==> src/rtl/ebus_diag_master.sv <==
// rtl/ebus_diag_master.sv - EBUS diagnostic initiator: CTL/READ/WRITE cycles plus the KL start sequence.
module ebus_diag_master #(
    parameter int SETUP_CYC   = 2,
    parameter int STROBE_CYC  = 2,
    parameter int READ_SETTLE = 3,
    parameter int HOLD_CYC    = 1
) (
    input  logic        clk,
    input  logic        reset,
    input  logic        cmd_valid,
    output logic        cmd_ready,
    input  logic [1:0]  cmd_op,
    input  logic [0:6]  cmd_func,
    input  logic [0:35] cmd_data,
    output logic        rsp_valid,
    input  logic        rsp_ready,
    output logic [0:35] rsp_data,
    output logic [0:6]  ebus_ds,
    output logic        ebus_diag_strobe,
    output logic        ebus_diag_read,
    output logic [0:35] ebus_data_out,
    output logic        ebus_data_oe,
    input  logic [0:35] ebus_data_in,
    output logic        busy
);

    typedef enum logic [2:0] {S_IDLE, S_SETUP, S_ACTIVE, S_HOLD, S_RESP} state_t;

    localparam logic [1:0] OP_CTL   = 2'd0;
    localparam logic [1:0] OP_READ  = 2'd1;
    localparam logic [1:0] OP_WRITE = 2'd2;
    localparam logic [1:0] OP_START = 2'd3;

    // Counters hold "cycles remaining minus one" so a phase ends when they reach zero.
    localparam logic [7:0] SETUP_LD  = 8'(SETUP_CYC - 1);
    localparam logic [7:0] STROBE_LD = 8'(STROBE_CYC - 1);
    localparam logic [7:0] SETTLE_LD = 8'(READ_SETTLE - 1);
    localparam logic [7:0] HOLD_LD   = 8'((HOLD_CYC > 0) ? HOLD_CYC - 1 : 0);

    state_t       r_state;
    logic [7:0]   r_cnt;
    logic [1:0]   r_op;
    logic [1:0]   r_idx;
    logic         r_cmd_ready;
    logic         r_rsp_valid;
    logic [0:35]  r_rsp_data;
    logic [0:6]   r_ds;
    logic         r_strobe;
    logic         r_read;
    logic [0:35]  r_data_out;
    logic         r_data_oe;
    logic         r_busy;

    logic w_accept;
    logic w_cnt_zero;
    logic w_act_done;
    logic w_hold_done;

    assign w_accept    = (r_state == S_IDLE) && r_cmd_ready && cmd_valid;
    assign w_cnt_zero  = (r_cnt == 8'd0);
    assign w_act_done  = (r_state == S_ACTIVE) && w_cnt_zero;
    // With no hold time the end-of-hold decision is taken on the last active cycle.
    assign w_hold_done = ((r_state == S_HOLD) && w_cnt_zero) || (w_act_done && (HOLD_CYC == 0));

    always_ff @(posedge clk) begin
        if (reset) begin
            r_state     <= S_IDLE;
            r_cnt       <= 8'd0;
            r_op        <= OP_CTL;
            r_idx       <= 2'd0;
            r_cmd_ready <= 1'b0;
            r_rsp_valid <= 1'b0;
            r_rsp_data  <= '0;
            r_ds        <= '0;
            r_strobe    <= 1'b0;
            r_read      <= 1'b0;
            r_data_out  <= '0;
            r_data_oe   <= 1'b0;
            r_busy      <= 1'b0;
        end else begin
            case (r_state)
                S_IDLE: begin
                    r_cmd_ready <= 1'b1;
                    if (w_accept) begin
                        r_cmd_ready <= 1'b0;
                        r_busy      <= 1'b1;
                        r_op        <= cmd_op;
                        r_idx       <= 2'd0;
                        r_cnt       <= SETUP_LD;
                        r_state     <= S_SETUP;
                        r_ds        <= (cmd_op == OP_START) ? 7'o010 : cmd_func;
                        r_data_oe   <= (cmd_op == OP_WRITE);
                        r_data_out  <= (cmd_op == OP_WRITE) ? cmd_data : '0;
                    end
                end
                S_SETUP: begin
                    if (w_cnt_zero) begin
                        r_state <= S_ACTIVE;
                        if (r_op == OP_READ) begin
                            r_read <= 1'b1;
                            r_cnt  <= SETTLE_LD;
                        end else begin
                            r_strobe <= 1'b1;
                            r_cnt    <= STROBE_LD;
                        end
                    end else begin
                        r_cnt <= r_cnt - 8'd1;
                    end
                end
                S_ACTIVE: begin
                    if (w_cnt_zero) begin
                        r_strobe <= 1'b0;
                        r_read   <= 1'b0;
                        if (r_op == OP_READ) begin
                            r_rsp_data <= ebus_data_in;
                        end
                        r_state <= S_HOLD;
                        r_cnt   <= HOLD_LD;
                    end else begin
                        r_cnt <= r_cnt - 8'd1;
                    end
                end
                S_HOLD: begin
                    if (!w_cnt_zero) begin
                        r_cnt <= r_cnt - 8'd1;
                    end
                end
                S_RESP: begin
                    if (rsp_ready) begin
                        r_rsp_valid <= 1'b0;
                        r_busy      <= 1'b0;
                        r_cmd_ready <= 1'b1;
                        r_state     <= S_IDLE;
                    end
                end
                default: r_state <= S_IDLE;
            endcase

            // End of a bus cycle: respond, chain the next START step, or release the bus.
            if (w_hold_done) begin
                if (r_op == OP_READ) begin
                    r_state     <= S_RESP;
                    r_rsp_valid <= 1'b1;
                    r_ds        <= '0;
                end else if ((r_op == OP_START) && (r_idx < 2'd2)) begin
                    r_idx   <= r_idx + 2'd1;
                    r_ds    <= 7'o011 + {5'b0, r_idx};
                    r_cnt   <= SETUP_LD;
                    r_state <= S_SETUP;
                end else begin
                    r_ds        <= '0;
                    r_data_oe   <= 1'b0;
                    r_data_out  <= '0;
                    r_busy      <= 1'b0;
                    r_cmd_ready <= 1'b1;
                    r_state     <= S_IDLE;
                end
            end
        end
    end

    assign cmd_ready        = r_cmd_ready;
    assign rsp_valid        = r_rsp_valid;
    assign rsp_data         = r_rsp_data;
    assign ebus_ds          = r_ds;
    assign ebus_diag_strobe = r_strobe;
    assign ebus_diag_read   = r_read;
    assign ebus_data_out    = r_data_out;
    assign ebus_data_oe     = r_data_oe;
    assign busy             = r_busy;

endmodule

==> config.mk <==
export PLATFORM = sky130hd
export DESIGN_NAME = ebus_diag_master
export DESIGN_NICKNAME = d
export VERILOG_FILES = /design/src/rtl/ebus_diag_master.sv
export SDC_FILE = /design/constraint.sdc
export NUM_CORES = 1
export LEC_CHECK = 0
export BUFFER_PORTS_ARGS = -buffer_cell sky130_fd_sc_hd__buf_4
export CAP_MARGIN = 20
export CORE_MARGIN = 2
export CORE_UTILIZATION = 47
export CTS_CLUSTER_DIAMETER = 120
export DETAILED_ROUTE_END_ITERATION = 10
export PLACE_DENSITY = 0.79
export SLEW_MARGIN = 10
export SYNTH_ARGS = -nofsm -noshare
export SYNTH_HDL_FRONTEND = slang
export SYNTH_SLANG_ARGS = --single-unit
==> constraint.sdc <==
create_clock -name clk -period 3.08 [get_ports clk]
set_clock_uncertainty 0.05 [all_clocks]
set_input_delay 0.616 -clock clk [delete_from_list [all_inputs] [get_ports clk]]
set_output_delay 0.616 -clock clk [all_outputs]
set_load 0.02 [all_outputs]
==> impl_results.md, run 1 <==
* Outcome: finished, final reports clean
* Antenna Nets Post-Route at 0
* Fin crit share at 83.05%
* Postcts setup bufs at 0
* Unrepaired setup endpoints after global routing: false
* Largest net degree at the start of global routing at 57
* Clock Power Share at 22.2%
* Hold_ws at 0.4139 ns
* Worst EP required at around 3.3 ns
* Class of the worst hold path: reg2reg
* Clock Pin Slew Worst Setup and Hold Paths at 0.10 ns
* Synth cell types at 43
* Share of cells above drive strength 1 at roughly 34%
* Max H-tree Level at 3
* Sequential area share after synthesis at 51.02%
* Hold wc startpoint: ebus_ds[2]
* Clock period minus worst slack at approximately 2.6 ns
* Synth warn at 0
* Placed cells at 675
* Initial DRC count at 202
* Clock net sink count at 100
* Max-slew violations at 0
* Vias in the first global route at 3507
* Max Cap Viol at 0
* Compound-Gate Fraction of Synth Area at 16.49%
* Yosys reg bits at 100
* PwrDens at 645.5 nW/um^2
* Hold_buf cts at 0
* HPWL Detailed at 7.650 mm
* Combinational family with the most area after synthesis: simple AND/OR/NAND/NOR gates
* CTS Root Cell: clkbuf_8
* Slew HR at 55.20%
* DRC at 0
* Initial Util at 48.24%
* Switching power total at 1.289 mW
* Drt wl/cell at 15.14 um
* Final setup fails at 0
* Non-Filler Instances at between 600 and 700
* 1st-pass router iterations at 4
* Initial antenna violation count at 0
* Syn_nets at 510
* Mapped Area at 3924 um^2
* CTS tree: done
* Area of the multi-input gates at 1763 um^2
* Simple-gate share of the synthesized area at 17.76%
* CP Launch Point: r_cnt[0]
* Layout net count at 670
* Net Sw Frac at 36.59%
* Synth Area in Adders at under 10%
* CTS Buf Count at 9
* Nature of the critical path endpoint: register
* Tightest Pin Transition at 0.6669 ns
* Commonest register cell after synthesis: dfxtp_1
* Global route overflow at 0
* Die Wd at around 95 um
* Core area at 8134 um^2
* Fillcell total at about 660
* Peak VDD IR at about 0.33 mV
* GRT Util Overall at about 23%
* Design area at 5455 um^2
* Fmax at between 0.3 and 0.4 GHz
* I/O Pins at 170
* # diodes at 0
* Post-synthesis mux area share at under 10%
* Via density per instance at around 5.4
* Final Hold Fails at 0
* Rows at 33
* Mapped Cells at 421
* Reg-to-Reg Start: r_cnt[0]
* P&R area growth vs syn at 39.03%
* First-pass GRT wire length at about 16 mm
* Bufs on Longest Clock Path at 2
* Worst skew pair latency at around 0.36 ns
* Die height at 95.37 um
* RD Place Congestion at about 0.86
* Vias post-DR at 3720
* Port Buffers at 169
* Post-DP Area at 5271 um^2
* Post-CTS Resized at 0
* Syn Area/Cell at 9.320 um^2
* XOR/XNOR Fraction of Synth Area at 0.2232%
* Fin Setup TNS at 0 ns
* Sequential Area at roughly 2000 um^2
* Max FO, Critical Path at 38
* Pleak at 2.596 nW
* Critical path class: reg2reg
* Post-synthesis async set-or-reset flop share at 0%
* P_int at 2.233 mW
* Final wirelength at roughly 10 mm
* Flop pwr share at 43.5%
* Die ar. at 9095 um^2
* Startpoint types: register
* Post-synth EDFFs at 0
* Critical Path AT at 2.75 ns
* Combinational share of power at 34.3%
## cell usage in the layout, fill, tap and decap left out, types with 7 or more instances in the layout
master and instances:
nand2_1 21, buf_4 179, dfxtp_1 100, a22oi_1 36, nor3_1 10, mux2i_1 36, nor2_1 83, clkbuf_8 9
o21ai_0 10, a211oi_1 7, a21oi_1 19, nand3_1 9
## synthesized netlist by cell type (7+ instances only)
cell / number / share of area, %
dfxtp_1: 100 / 51
nor2_1: 83 / 7.9
a22oi_1: 36 / 6.9
mux2i_1: 36 / 9.2
nand2_1: 21 / 2.0
clkbuf_1: 20 / 1.9
a21oi_1: 19 / 2.4
nor3_1: 10 / 1.3
o21ai_0: 10 / 1.3
nand3_1: 9 / 1.1
a211oi_1: 7 / 1.3
buf_2: 7 / 0.89
## registers in the layout, indices dropped and copies added, names as in the netlist
signal            cells
cmd_ready             1
r_idx                 2
ebus_data_oe          1
ebus_ds               7
ebus_data_out        36
r_state               3
r_op                  2
r_cnt                 8
busy                  1
rsp_data             36
rsp_valid             1
ebus_diag_read        1
ebus_diag_strobe      1
## through the flow
stage | util [%] | setup slack [ns] | total power, mW
after floorplan | - | 0.7037 | 2.328
after global placement | 64.81 | 0.6354 | 2.714
after detailed placement | 64.81 | 0.5736 | 2.748
after CTS | 67.07 | 0.5484 | 3.538
after global routing | 67.07 | 0.4144 | 3.749
final | 67.07 | 0.5222 | 3.521
## power groups by stage
stage	Combinational [mW]	Clock, mW	Sequential (mW)
after detailed placement	1.19	0	1.56
after global routing	1.34	0.861	1.55
after floorplan	0.741	0	1.59
after CTS	1.20	0.807	1.53
final	1.21	0.780	1.53
after global placement	1.16	0	1.55
## layout make-up
cell class	instances	share of cell area, %
Sequential cell	100	36.70
Timing Repair Buffer	180	25.00
Clock buffer	9	2.271
Inverter	3	0.2064
Clock inverter	7	1.101
Multi-Input combinational cell	287	32.32
Tap cell	105	2.408
## path summary, 6_finish.rpt
path / endpoint / slack [ns] / cells past startpoint
worst max-delay path: ebus_data_out[25] / 0.52 / 7
worst min-delay path: ebus_ds[2] / 0.41 / 2
worst max register to register: ebus_data_out[25] / 0.52 / 7
worst min register to register: ebus_ds[2] / 0.41 / 2
## kinds of logic after synthesis
group,count (synthesis)
AO/OA/AOI/OAI,93
flip-flops,100
XOR/XNOR,1
multiplexers,36
buffers and inverters,34
AND/OR/NAND/NOR,153
adder cells (fa/ha/maj),4
## per-layer routing
layer	share of wire, %	wire (um)	global-route usage [%]
met1	40	4208	28.15
met2	49	5124	36.91
met3	9.0	937	7.826
met4	1.9	194	8.333
met5	0	0	0
## worst max-delay path: stages, from the launching register on
cell,delay (ns)
dfxtp_1,0.34
inv_1,0.14
ha_1,0.18
or4b_1,0.58
or3_1,0.53
o21bai_2,0.17
buf_4,0.35
nor2_1,0.10
(Power assumes the default switching activity.)
==> run 2, diff against run 1 <==
==> constraint.sdc (replaced) <==
create_clock -name clk -period 2.5 [get_ports clk]
set_clock_uncertainty 0.05 [all_clocks]
set_input_delay 0.5 -clock clk [delete_from_list [all_inputs] [get_ports clk]]
set_output_delay 0.5 -clock clk [all_outputs]
set_load 0.02 [all_outputs]
==> impl_results.md, run 2 (synthesis results as in run 1) <==
* Critical path class: reg2reg
* CTS Root Cell: clkbuf_8
* Clock net sink count at 100 (unchanged)
* Unrepaired setup endpoints after global routing: false
* Antenna Nets Post-Route at 0 (unchanged)
* Max-slew violations at 0 (unchanged)
* Global route overflow at 0 (unchanged)
* Layout net count at 672 (+0.30%)
* Die ar. at 9095 um^2 (unchanged)
* CTS Buf Count at 9 (unchanged)
* Max H-tree Level at 3 (unchanged)
* CTS tree: done
* Sequential Area at 2002 um^2 (unchanged)
* Hold_buf cts at 0 (unchanged)
* Class of the worst hold path: in2reg
* Most frequent cells in the layout: buf_4 (181), dfxtp_1 (100), nor2_1 (83), mux2i_1 (36), a22oi_1 (36)
* Slew HR at 61.20% (+6.0 points)
* Hold_ws at 0.3255 ns (-0.08848 ns)
* Initial Util at 48.24% (unchanged)
* HPWL Detailed at 7.672 mm (+0.29%)
* Outcome: finished, final reports clean
* Max FO, Critical Path at 38 (unchanged)
* Initial DRC count at 172 (-15%)
* Fin crit share at 93.25% (+10 points)
* Port Buffers at 169 (unchanged)
* Fin util at 67.44% (+0.37 points)
* Placed cells at 677 (+0.30%)
* R2R Setup Slk at 0.17 ns (-0.35 ns)
* Vias in the first global route at 3517 (+0.29%)
* 1st-pass router iterations at 5 (+1)
* Drt wl/cell at 14.94 um (-1.3%)
* Max Cap Viol at 0 (unchanged)
* First-pass GRT wire length at 16.28 mm (-0.17%)
* Worst skew pair latency at 0.35 ns (about the same)
* Clock period minus worst slack at 2.331 ns (-0.2266 ns)
* Fillcell total at 662 (-0.30%)
* PwrDens at 810.8 nW/um^2 (+26%)
* GRT Util Overall at 22.46% (-0.33 points)
* Clock Pin Slew Worst Setup and Hold Paths at 0.10 ns (about the same)
* Die height at 95.37 um (unchanged)
* Vias post-DR at 3713 (-0.19%)
* Final Hold Fails at 0 (unchanged)
* Critical Path AT at 2.52 ns (-0.23 ns)
* Largest net degree at the start of global routing at 40 (-30%)
* Peak VDD IR at 0.4223 mV (+29%)
* Non-Filler Instances at 693 (+0.29%)
* Final wirelength at 10.36 mm (-1.1%)
* Post-CTS Resized at 0 (unchanged)
* I/O Pins at 170 (unchanged)
* Fmax at 0.4290 GHz (+9.7%)
* Final setup fails at 0 (unchanged)
* Pleak at 2.610 nW (+0.53%)
* Nature of the critical path endpoint: register
* P&R area growth vs syn at 39.80%
* Area of the multi-input gates at 1763 um^2 (unchanged)
* RD Place Congestion at 0.8506 (-1.6%)
* Via density per instance at 5.358 (-0.48%)
* # diodes at 0 (unchanged)
* Die Wd at 95.37 um (unchanged)
* Bufs on Longest Clock Path at 2 (unchanged)
* Tightest Pin Transition at 0.5819 ns (-0.08493 ns)
* Core area at 8134 um^2 (unchanged)
* Share of cells above drive strength 1 at 34.01% (+0.055 points)
* Startpoint types: register
* Rows at 33 (unchanged)
* DRC at 0 (unchanged)
* Fin Setup TNS at 0 ns (unchanged)
* Worst EP required at 2.69 ns (-0.58 ns)
* Postcts setup bufs at 0 (unchanged)
* Most common cell after layout, fill and taps aside: buf_4
* Initial antenna violation count at 0 (unchanged)
[run 2: cell count changes in the layout (fill, tap and decap cells not counted), sizes merged]
cell and delta:
clkbuf +1, bufinv +1, buf +2, clkinv -2
[run 2: where the power goes]
group / total, mW / internal, mW / switching [mW]
Combinational: 1.53 / 0.661 / 0.869
Clock: 1.03 / 0.476 / 0.558
Sequential: 1.88 / 1.73 / 0.149
Total: 4.45 / 2.87 / 1.58
[run 2: worst max-delay path: stages, from the launching register on]
cell and delay (ns):
dfxtp_1 0.33, inv_1 0.13, ha_1 0.17, or4b_1 0.51
or3_1 0.50, o21bai_2 0.23, buf_12 0.22, nor2_1 0.07
[run 2: final timing paths]
check              startpoint           endpoint  cells past startpoint
max reg2reg          r_cnt[0]  ebus_data_out[20]                      7
min          ebus_data_in[29]       rsp_data[29]                      3
max                  r_cnt[0]  ebus_data_out[20]                      7
min reg2reg        ebus_ds[2]         ebus_ds[2]                      2
[run 2: through the flow]
step / total power, mW / cell area [um^2] / setup slack (ns)
after CTS: 4.464 / 5485 / 0.1701
after global placement: 3.369 / 5286 / 0.2555
final: 4.448 / 5485 / 0.1688
after detailed placement: 3.428 / 5286 / 0.2041
after global routing: 4.739 / 5485 / 0.03139
after floorplan: 2.868 / 3924 / 0.1237
[run 2: layer usage]
metal  up-vias  part of all wire, %  global-route usage (%)
li1       1825                    -                       -
met1      1736                   38                   26.52
met2       146                   52                   38.67
met3         6                  9.7                   8.854
met4         0                 0.70                   4.762
met5         -                    0                       0
[run 2: cell type report]
type	count	area share, %
sequential	100	36.50
timing repair buffer	182	25.14
multi-input combinational	287	32.14
inverter	3	0.2053
clock buffer	10	2.327
clock inverter	6	1.300
tap	105	2.395
